--- config.mk ---
export PLATFORM = sky130hd
export DESIGN_NAME = mem_bus_arbiter
export DESIGN_NICKNAME = d
export VERILOG_FILES = /design/src/rtl/dlx_bus_pkg.sv /design/src/rtl/mem_bus_arbiter.sv
export SDC_FILE = /design/constraint.sdc
export NUM_CORES = 1
export LEC_CHECK = 0
export CAP_MARGIN = 20
export CORE_ASPECT_RATIO = 0.5
export CORE_MARGIN = 1.5
export CORE_UTILIZATION = 32
export DETAILED_ROUTE_END_ITERATION = 8
export PLACE_DENSITY_LB_ADDON = 0.3
export SYNTH_ARGS = -nofsm -noshare
export SYNTH_HDL_FRONTEND = slang
export SYNTH_SLANG_ARGS = --single-unit
--- constraint.sdc ---
create_clock -name clk -period 1.86 [get_ports clk]
set_input_delay 0.465 -clock clk [delete_from_list [all_inputs] [get_ports clk]]
set_output_delay 0.465 -clock clk [all_outputs]
set_load 0.02 [all_outputs]
--- src/rtl/dlx_bus_pkg.sv ---
// dlx_bus_pkg: shared types and region boundary for the DLX memory/IO bus
package dlx_bus_pkg;
  typedef enum logic {OWN_IF, OWN_DM} owner_e;
  typedef enum logic {ST_IDLE, ST_ACCESS} arb_state_e;
  localparam int PERIPH_LIMIT = 8;
endpackage

--- src/rtl/mem_bus_arbiter.sv ---
// mem_bus_arbiter: round-robin fetch/data arbiter and wait-state sequencer for the shared bus
module mem_bus_arbiter
  import dlx_bus_pkg::*;
#(
  parameter int RAM_WAIT = 1,
  parameter int ADDR_W   = 32,
  parameter int DATA_W   = 32
) (
  input  logic              clk,
  input  logic              rst_n,
  input  logic              if_req,
  input  logic [ADDR_W-1:0] if_addr,
  output logic              if_ack,
  output logic [DATA_W-1:0] if_rdata,
  input  logic              dm_req,
  input  logic              dm_we,
  input  logic [ADDR_W-1:0] dm_addr,
  input  logic [DATA_W-1:0] dm_wdata,
  output logic              dm_ack,
  output logic [DATA_W-1:0] dm_rdata,
  output logic              bus_valid,
  output logic              bus_we,
  output logic [ADDR_W-1:0] bus_addr,
  output logic [DATA_W-1:0] bus_wdata,
  input  logic [DATA_W-1:0] bus_rdata
);
  arb_state_e        state_q, state_d;
  owner_e            owner_q, owner_d, last_q, last_d, gnt;
  logic [3:0]        cnt_q, cnt_d;
  logic [ADDR_W-1:0] addr_q, addr_d;
  logic [DATA_W-1:0] wdata_q, wdata_d;
  logic              we_q, we_d, load, done;

  assign done      = (state_q == ST_ACCESS) && (cnt_q == 4'd0);
  assign if_ack    = done && (owner_q == OWN_IF);
  assign dm_ack    = done && (owner_q == OWN_DM);
  assign if_rdata  = if_ack ? bus_rdata : '0;
  assign dm_rdata  = dm_ack ? bus_rdata : '0;
  assign bus_valid = (state_q == ST_ACCESS);
  assign bus_we    = we_q;
  assign bus_addr  = addr_q;
  assign bus_wdata = wdata_q;

  // Arbitrate in IDLE or at completion (excluding the just-acked port), count wait states, latch the granted access
  always_comb begin
    state_d = state_q;
    owner_d = owner_q;
    last_d  = last_q;
    cnt_d   = cnt_q;
    addr_d  = addr_q;
    wdata_d = wdata_q;
    we_d    = we_q;
    load    = 1'b0;
    gnt     = OWN_IF;
    if (state_q == ST_IDLE) begin
      load = if_req || dm_req;
      gnt  = (if_req && dm_req) ? ((last_q == OWN_IF) ? OWN_DM : OWN_IF) : (dm_req ? OWN_DM : OWN_IF);
    end else if (cnt_q != 4'd0) begin
      cnt_d = cnt_q - 4'd1;
    end else begin
      last_d = owner_q;
      gnt    = (owner_q == OWN_IF) ? OWN_DM : OWN_IF;
      load   = (owner_q == OWN_IF) ? dm_req : if_req;
      if (!load) begin
        state_d = ST_IDLE;
        we_d    = 1'b0;
      end
    end
    if (load) begin
      state_d = ST_ACCESS;
      owner_d = gnt;
      addr_d  = (gnt == OWN_DM) ? dm_addr : if_addr;
      wdata_d = (gnt == OWN_DM) ? dm_wdata : '0;
      we_d    = (gnt == OWN_DM) && dm_we;
      cnt_d   = (addr_d < ADDR_W'(PERIPH_LIMIT)) ? 4'd0 : 4'(RAM_WAIT);
    end
  end

  // State and latched bus registers; reset aborts any access in flight
  always_ff @(posedge clk or negedge rst_n) begin
    if (!rst_n) begin
      state_q <= ST_IDLE;
      owner_q <= OWN_IF;
      last_q  <= OWN_IF;
      cnt_q   <= 4'd0;
      addr_q  <= '0;
      wdata_q <= '0;
      we_q    <= 1'b0;
    end else begin
      state_q <= state_d;
      owner_q <= owner_d;
      last_q  <= last_d;
      cnt_q   <= cnt_d;
      addr_q  <= addr_d;
      wdata_q <= wdata_d;
      we_q    <= we_d;
    end
  end
endmodule
Yosys cells after proc, flatten, opt, wreduce, memory -nomap -nowiden:

Index checks and enable logic that the tools add are counted.

* bits in registers: 72
* bits of input ports: 133
* output and inout bits: 132
* word-level logic and storage cells: 51

* $add $sub $neg: 1
* magnitude comparators: 1
* equal/unequal tests: 2
* muxes and demuxes: 25
* bitwise operators: 2
* reductions and logical operators: 13

Operators by type and width (count)
* 32-bit 2-to-1 mux: 4
* 32-bit by 4-bit < comparator with 1-bit output (second input constant): 1
* 1-bit 2-to-1 mux: 18
* 4-bit 2-to-1 mux: 3
* 1-bit logical AND: 5
* 4-bit zero test: 1
* 2-bit != test (second input constant): 2
* 2-bit AND reduction: 2
* 2-bit nonzero test: 2
* 4-bit nonzero test: 1
* 4-bit by 1-bit subtractor with 4-bit output (second input constant): 1
* 3-bit AND reduction: 1
* 1-bit NOT: 2
* 1-bit logical OR: 1

Logic depth before layout (Yosys ltp):

Gate-level depths: netlist (run 1).

* depth in word-level cells: 7
* gate-level depth with buffers: 9
* gate-level depth less buffers: 7

Worst setup path before layout (run 1):

OpenSTA, ideal clock, no wires.

* kind: flip-flop to output port
* start: register cnt_q[0]
* end: output port if_rdata[22]
* arrival: 1.686 ns
* required time: 1.395 ns
* slack: -0.291 ns
* stages on the path, launching flop included: 7
* buffers on the path: 1
* cell sequence: dfrtp_1 -> inv_1 -> ha_1 -> nand4bb_2 -> nor2_1 -> clkbuf_1 -> and2_1

* longest elaborated chain between the ends: 4

RTL lines
* start: declaration: line mem_bus_arbiter.sv:29 `logic [3:0] cnt_q, cnt_d;`
* start signal: assignment: line mem_bus_arbiter.sv:93 `cnt_q <= cnt_d;`
* 4-bit zero test: line mem_bus_arbiter.sv:34 `assign done = (state_q == ST_ACCESS) && (cnt_q == 4'd0);`
* 1-bit logical AND: line mem_bus_arbiter.sv:34
* 1-bit logical AND: line mem_bus_arbiter.sv:35 `assign if_ack = done && (owner_q == OWN_IF);`
* via if_ack: line mem_bus_arbiter.sv:13 `output logic if_ack,`
* 32-bit 2-to-1 mux: line mem_bus_arbiter.sv:37 `assign if_rdata = if_ack ? bus_rdata : '0;`
* end: declaration: line mem_bus_arbiter.sv:14 `output logic [DATA_W-1:0] if_rdata,`

The timed path passes the listed nets, and every way through them passes these cells.

Final worst setup path (run 1):

* start: register cnt_q[1]
* end: register wdata_q[4] (netlist: bus_wdata[4])

* longest elaborated chain between the ends: 4
* elaborated cells between the ends (all ways): 6
* classes of those cells: 5 x mux; 1 x reduce/logical

RTL lines
* 4-bit nonzero test *: line mem_bus_arbiter.sv:58 `end else if (cnt_q != 4'd0) begin`
* 1-bit 2-to-1 mux: line mem_bus_arbiter.sv:58
* 1-bit 2-to-1 mux: line mem_bus_arbiter.sv:55 `if (state_q == ST_IDLE) begin`
* 32-bit 2-to-1 mux: line mem_bus_arbiter.sv:73 `wdata_d = (gnt == OWN_DM) ? dm_wdata : '0;`
* end signal: assignment: line mem_bus_arbiter.sv:95 `wdata_q <= wdata_d;`
* end: declaration: line mem_bus_arbiter.sv:31 `logic [DATA_W-1:0] wdata_q, wdata_d;`

Every way passes the cells marked *; elsewhere a longest branch is shown, timed or not.
A chain may end at the register's enable or synchronous reset.

==> results of run 1 <==
-- cell families (layout without fill, tap and decap cells) --
family / after synthesis / after routing / synth area share
xor+xnor: 1 / 1 / 0.00231
simple gates: 232 / 232 / 0.302
compound gates: 49 / 49 / 0.0777
mux: 32 / 32 / 0.0843
flops: 72 / 72 / 0.474
fa+ha+maj: 1 / 1 / 0.00329
buf+inv: 35 / 371 / 0.0566
-- per-layer routing --
metal | vias to the layer above | routed length [um] | global-route usage
li1 | 2123 | - | -
met1 | 2354 | 7050 | 0.306
met2 | 308 | 9950 | 0.491
met3 | 94 | 1550 | 0.0583
met4 | 0 | 998 | 0.109
met5 | - | 0 | 0
-- power by group through the flow --
| stage | Clock [mW] | Combinational (mW) | Sequential [mW] |
|---|---|---|---|
| 5_1_grt | 2.11 | 9.37 | 2.72 |
| 3_3_place_gp | 0 | 5.81 | 2.55 |
| 2_1_floorplan | 0 | 2.34 | 3.29 |
| 6_report | 2.02 | 9.01 | 2.66 |
| 3_5_place_dp | 0 | 5.91 | 2.58 |
| 4_1_cts | 2.01 | 8.36 | 2.58 |
-- worst min-delay path by stage --
stage                    endpoint  slack, ps  depth (start not counted)  start
floorplan             bus_addr[0]        170                          0  rst_n
global placement    bus_wdata[23]        440                          1  rst_n
detailed placement  bus_wdata[23]        440                          1  rst_n
CTS                 bus_wdata[23]         80                          1  rst_n
global route        bus_wdata[18]        100                          1  rst_n
finish              bus_wdata[18]         80                          1  rst_n
-- layout make-up --
class / count / area, um^2 / area share
clock inverters: 7 / 120 / 0.0140
multi-input cells: 315 / 2230 / 0.260
flip-flops and latches: 72 / 1800 / 0.210
well taps: 159 / 199 / 0.0232
inverters: 3 / 13.8 / 0.00161
clock buffers: 9 / 225 / 0.0263
repair buffers: 352 / 3980 / 0.464
-- timing repair --
action                     4_1_cts  5_1_grt
pin swaps                       49       19
setup endpoints to repair      125      137
gates cloned                    14        2
buffers inserted                26        6
resized for setup              530       65
-- through the flow --
stage / instance area [um^2] / setup WS, ps / utilization / std cells
6_report: 8570 / -398 / 0.760 / 917
5_1_grt: 8570 / -469 / 0.760 / 917
4_1_cts: 8350 / -387 / 0.740 / 914
3_5_place_dp: 6960 / -509 / 0.617 / 859
3_3_place_gp: 6960 / -442 / 0.617 / 859
2_1_floorplan: 3880 / -31.6 / - / 422
-- layout by cell type, fill, tap and decap left out, types with 6 or more instances in the layout --
cell type,instances
sky130_fd_sc_hd__nand3_2,11
sky130_fd_sc_hd__nand2_1,97
sky130_fd_sc_hd__and2_4,32
sky130_fd_sc_hd__and3_2,14
sky130_fd_sc_hd__buf_4,33
sky130_fd_sc_hd__dfrtp_1,72
sky130_fd_sc_hd__clkdlybuf4s50_1,196
sky130_fd_sc_hd__buf_16,13
sky130_fd_sc_hd__mux2i_4,6
sky130_fd_sc_hd__buf_6,88
sky130_fd_sc_hd__o21ai_1,31
sky130_fd_sc_hd__clkbuf_16,11
sky130_fd_sc_hd__nand3_1,22
sky130_fd_sc_hd__mux2i_1,24
sky130_fd_sc_hd__and3_4,15
sky130_fd_sc_hd__nor2_1,7
sky130_fd_sc_hd__buf_12,16
sky130_fd_sc_hd__nor4_1,12
-- sequential cells by signal (all words and copies together), names as in the netlist --
signal,flops
bus_addr,32
bus_wdata,32
cnt_q,4
bus_valid,1
bus_we,1
last_q,1
owner_q,1
==> metrics, run 1 <==
result of the run=finished, violations left; violated checks=setup timing; fin crit period=2260 ps; leading area contributor after synthesis=sky130_fd_sc_hd__dfrtp_1; maximum fanout count along the critical path=7; setup repair after global routing missed its margin=true; worst vdd rail ir drop=824 uV; DIE AREA=12600 um^2; number of violations reported at the end of detailed-routing iteration 0=351; termination of the worst setup path=bus_wdata[4]; slack of the worst reg-to-reg path=-400 ps; top cells by area, synth=sky130_fd_sc_hd__dfrtp_1 (47%), sky130_fd_sc_hd__nand2_1 (10%), sky130_fd_sc_hd__mux2i_1 (8.4%), sky130_fd_sc_hd__and2_1 (5.4%), sky130_fd_sc_hd__and3_1 (5.3%); global-route wire length before repair=25700 um; CTS tree=yes; count of buffer and inverter cells on the critical path=8; Skew-Pair Late Insertion Delay=340 ps; Hold Crit Class=in2async; worst slew pin tran=465 ps; initial cell density of the core=0.337; total number of clock tree sinks=72; share of total power consumed by net switching=0.399; endpoint arrival time on the critical path=2490 ps; leading register cell type out of synthesis=sky130_fd_sc_hd__dfrtp_1; NetSw=5.46 mW; horizontal die dimension=157 um; clock slew seen by the registers of the worst setup and hold paths=70 ps; cell area after synthesis=3800 um^2; type of the setup path with the least slack=reg2reg; highest attainable clock frequency=0.443 GHz; number of H-tree levels=3; largest net degree at the start of global routing=34; internal power of the cells=8.22 mW; startpoint of the most critical register-to-register path=cnt_q[1]; crit-path leading delay family=buffers and inverters; final setup slack of the worst path=-398 ps; initial antenna violation count=0; number of warnings issued by yosys=0; share of the synthesized area in the top cell type=0.474; via count of the first global-routing pass=4733; cell chosen for the clock root=sky130_fd_sc_hd__clkbuf_16; required arrival time at the worst endpoint=2090 ps; power after layout=13.7 mW; endpoint class of the critical path=flop; Synth Net Count=556; Syn Area/Cell=9.00 um^2; count of hold buffers inserted by post-cts repair=0; Area Overhead vs Synth=126%; overall via count from detail_route=4879; CP Launch Type=flop; clock group share of total power=0.148; fillers=716; standard-cell row count=27; most common cell type on the critical path=sky130_fd_sc_hd__buf_6; sequential fraction of design power=0.194; post-route worst hold slack=76.4 ps; Slowest-stage cell, CP=sky130_fd_sc_hd__dfrtp_1; power density over the cells=1600 nW/um^2; residual DRC count=0; Bufs on Longest Clock Path=2; antenna cells=0; WL final=19600 um; total of flip-flops plus latches after synthesis=72; First-pass DRT Iterations=5; share of the clock period used by the worst path after layout=1.21; count of boundary I/O pins=265; Routability Congestion=0.805; total grt overflow=0; ordered list of cells on the worst path=inv_2, ha_4, nand4bb_4, buf_4, buf_6, buf_6, o21ai_4, buf_6, o21ai_4, buf_4, buf_12, buf_16, nand2_1, nand2_1; Avg Vias per Cell=5.32; synthesized instance count=422; final slew viol count=0; Worst Clk Skew=10.7 ps; WL per Instance=21.3 um; most common library cells after synthesis=sky130_fd_sc_hd__nand2_1 (102), sky130_fd_sc_hd__dfrtp_1 (72), sky130_fd_sc_hd__o21ai_0 (36); combinational share of power=0.658; sequential fraction of the synthesis area=0.474; fraction of final layout cells sized beyond drive strength 1=0.368; leakage=3.84 nW; net total in the final layout=887; most common cell in the netlist=sky130_fd_sc_hd__nand2_1; share of flip-flops with an asynchronous set or reset after synthesis=1.00; CP peak stage delay=400 ps; end of the worst register-to-register path=bus_wdata[4]; total number of cells along the worst setup path=14; worst rel slew slack=0.687; TritonCTS Buffers=9; number of nets still failing antenna checks after routing=0; hold violation total from the final report=0; number of max-cap violations=0; final setup fails=136; accumulated negative setup slack=-44310 ps; number of cells traversed by the worst register-to-register path=14; number of synthesized flops with an enable pin=0; die boundary height=80.1 um; global-route usage over all layers=0.268; placed wire-length estimate after detailed placement=10500 um; Yosys cell types=33; number of port buffers=264; beginning of the critical path=cnt_q[1]; Core Box Area=11300 um^2
(Power assumes the default switching activity.)
==> run 2: changes to the inputs <==
- CTS_CLUSTER_SIZE: unset -> 25
- SLEW_MARGIN: unset -> 30
- TNS_END_PERCENT: unset -> 30
==> run 2 against run 1 <==
Cell count is 3.2% lower; count of clock-buffer cells in the layout grew 1; clock skew down 3.6 ps; design area down 10%; register-to-register slack better by 220 ps; critical path type is now reg2out; global-route usage fell by 5.4 points; sequential power is 3% lower; setup slack improved by 35 ps; the run still ends with setup timing left; clock power about the same; power is 19% lower; maximum frequency increased by 1.6%.
==> metrics, run 2 (synthesis gave the netlist of run 1 again) <==
result of the run=finished, violations left; violated checks=setup timing; setup repair after global routing missed its margin=true; leakage=3.56 nW; endpoint class of the critical path=output port; CP peak stage delay=380 ps; fillers=897; count of boundary I/O pins=265; initial cell density of the core=0.337; number of nets still failing antenna checks after routing=0; Skew-Pair Late Insertion Delay=330 ps; worst slew pin tran=415 ps; Avg Vias per Cell=4.69; total grt overflow=0; final setup fails=107; number of violations reported at the end of detailed-routing iteration 0=216; post-route worst hold slack=70.2 ps; number of H-tree levels=3; DIE AREA=12600 um^2; final setup slack of the worst path=-363 ps; end of the worst register-to-register path=cnt_q[3]; beginning of the critical path=cnt_q[0]; placed wire-length estimate after detailed placement=10400 um; Slowest-stage cell, CP=sky130_fd_sc_hd__dfrtp_1; CP Launch Type=flop; ordered list of cells on the worst path=inv_2, ha_4, and4bb_2, buf_4, buf_12, and3_1, buf_6; count of hold buffers inserted by post-cts repair=0; residual DRC count=0; number of port buffers=264; horizontal die dimension=157 um; storage element area=1800 um^2; overall via count from detail_route=4161; fin crit period=2220 ps; initial antenna violation count=0; count of buffer and inverter cells on the critical path=4; power density over the cells=1440 nW/um^2; global-route usage over all layers=0.214; maximum fanout count along the critical path=18; CTS tree=yes; total number of clock tree sinks=72; fraction of final layout cells sized beyond drive strength 1=0.269; antenna cells=0; number of cells traversed by the worst register-to-register path=10; Area Overhead vs Synth=102%; slack of the worst reg-to-reg path=-180 ps; First-pass DRT Iterations=5; most common cell after layout, fill and taps aside=sky130_fd_sc_hd__clkdlybuf4s50_1; worst slack, placed=-503 ps; area occupied by multi-input gates=1960 um^2; WL final=14000 um; Routability Congestion=0.795; cell chosen for the clock root=sky130_fd_sc_hd__clkbuf_16; required arrival time at the worst endpoint=1390 ps; startpoint of the most critical register-to-register path=cnt_q[0]; crit-path leading delay family=buffers and inverters; post-route non-filler standard cell count=888; worst vdd rail ir drop=695 uV; # placed instances=862; endpoint arrival time on the critical path=1760 ps; worst rel slew slack=0.724; net total in the final layout=859; via count of the first global-routing pass=4065; die boundary height=80.1 um; standard-cell row count=27; Core Box Area=11300 um^2; clock slew seen by the registers of the worst setup and hold paths=60 ps; highest attainable clock frequency=0.450 GHz; final slew viol count=0; largest net degree at the start of global routing=50; type of the setup path with the least slack=reg2out; WL per Instance=15.8 um; number of max-cap violations=0; Bufs on Longest Clock Path=2; most used cells in the layout excluding fill and tap cells=sky130_fd_sc_hd__clkdlybuf4s50_1 (196), sky130_fd_sc_hd__nand2_1 (102), sky130_fd_sc_hd__dfrtp_1 (72), sky130_fd_sc_hd__buf_6 (70), sky130_fd_sc_hd__buf_4 (43); TritonCTS Buffers=9; global-route wire length before repair=20700 um; Hold Crit Class=in2async; hold violation total from the final report=0; share of the clock period used by the worst path after layout=1.20; Worst Clk Skew=7.03 ps
-- run 2: cell count changes in the layout (fill, tap and decap cells not counted), moves of 13 or more --
cell and change:
sky130_fd_sc_hd__and3_1 +25, sky130_fd_sc_hd__and3_2 -14, sky130_fd_sc_hd__buf_6 -18, sky130_fd_sc_hd__o21ai_0 +18, sky130_fd_sc_hd__o21ai_1 -13
-- run 2: worst max-delay path by stage --
stage | end | slack (ps) | cells after the start
after floorplan | if_rdata[10] | -30 | 6
after global placement | cnt_q[0] | -520 | 7
after detailed placement | cnt_q[0] | -500 | 7
after CTS | dm_rdata[29] | -350 | 7
after global routing | dm_rdata[23] | -450 | 7
final | dm_rdata[23] | -360 | 7
-- run 2: what timing repair did --
item                       CTS  global route
gates resized for setup    396            74
setup buffers                5             2
pin swaps                    3            27
gates cloned                 2             2
setup endpoints to repair  117           136
-- run 2: stage by stage --
| step | cell area (um^2) | total power, mW | util | TNS, ps |
|---|---|---|---|---|
| floorplan | 3840 | 5.63 | - | -1580 |
| global route | 7690 | 11.7 | 0.682 | -35510 |
| detailed placement | 6950 | 8.38 | 0.616 | -43550 |
| global placement | 6950 | 8.27 | 0.616 | -39570 |
| CTS | 7480 | 10.8 | 0.663 | -21950 |
| finish | 7690 | 11.0 | 0.682 | -22840 |
-- run 2: power breakdown --
part / internal (mW) / leakage, nW / switching [mW]
Sequential: 2.23 / 0.934 / 0.360
Combinational: 3.23 / 2.46 / 3.24
Clock: 1.34 / 0.161 / 0.655
Total: 6.79 / 3.56 / 4.25
-- run 2: final cells by class --
class                   count  share of cell area
inverters                   3             0.00146
well taps                 159              0.0259
multi-input cells         315               0.255
flip-flops and latches     72               0.234
repair buffers            324               0.439
clock buffers              10              0.0311
clock inverters             5              0.0137
-- run 2: layer usage --
| layer | up-vias | share of wire | track usage |
|---|---|---|---|
| li1 | 2063 | - | - |
| met1 | 1980 | 0.39 | 0.236 |
| met2 | 104 | 0.54 | 0.413 |
| met3 | 14 | 0.059 | 0.0534 |
| met4 | 0 | 0.012 | 0.0538 |
| met5 | - | 0 | 0 |
-- run 2: worst reg2reg max path: cells and delay by family, from the launching register on --
family,cells,cell delay [ps]
AO/OA/AOI/OAI,3,390
buffers and inverters,4,470
AND/OR/NAND/NOR,2,580
adder cells (fa/ha/maj),1,170
flip-flops,1,360
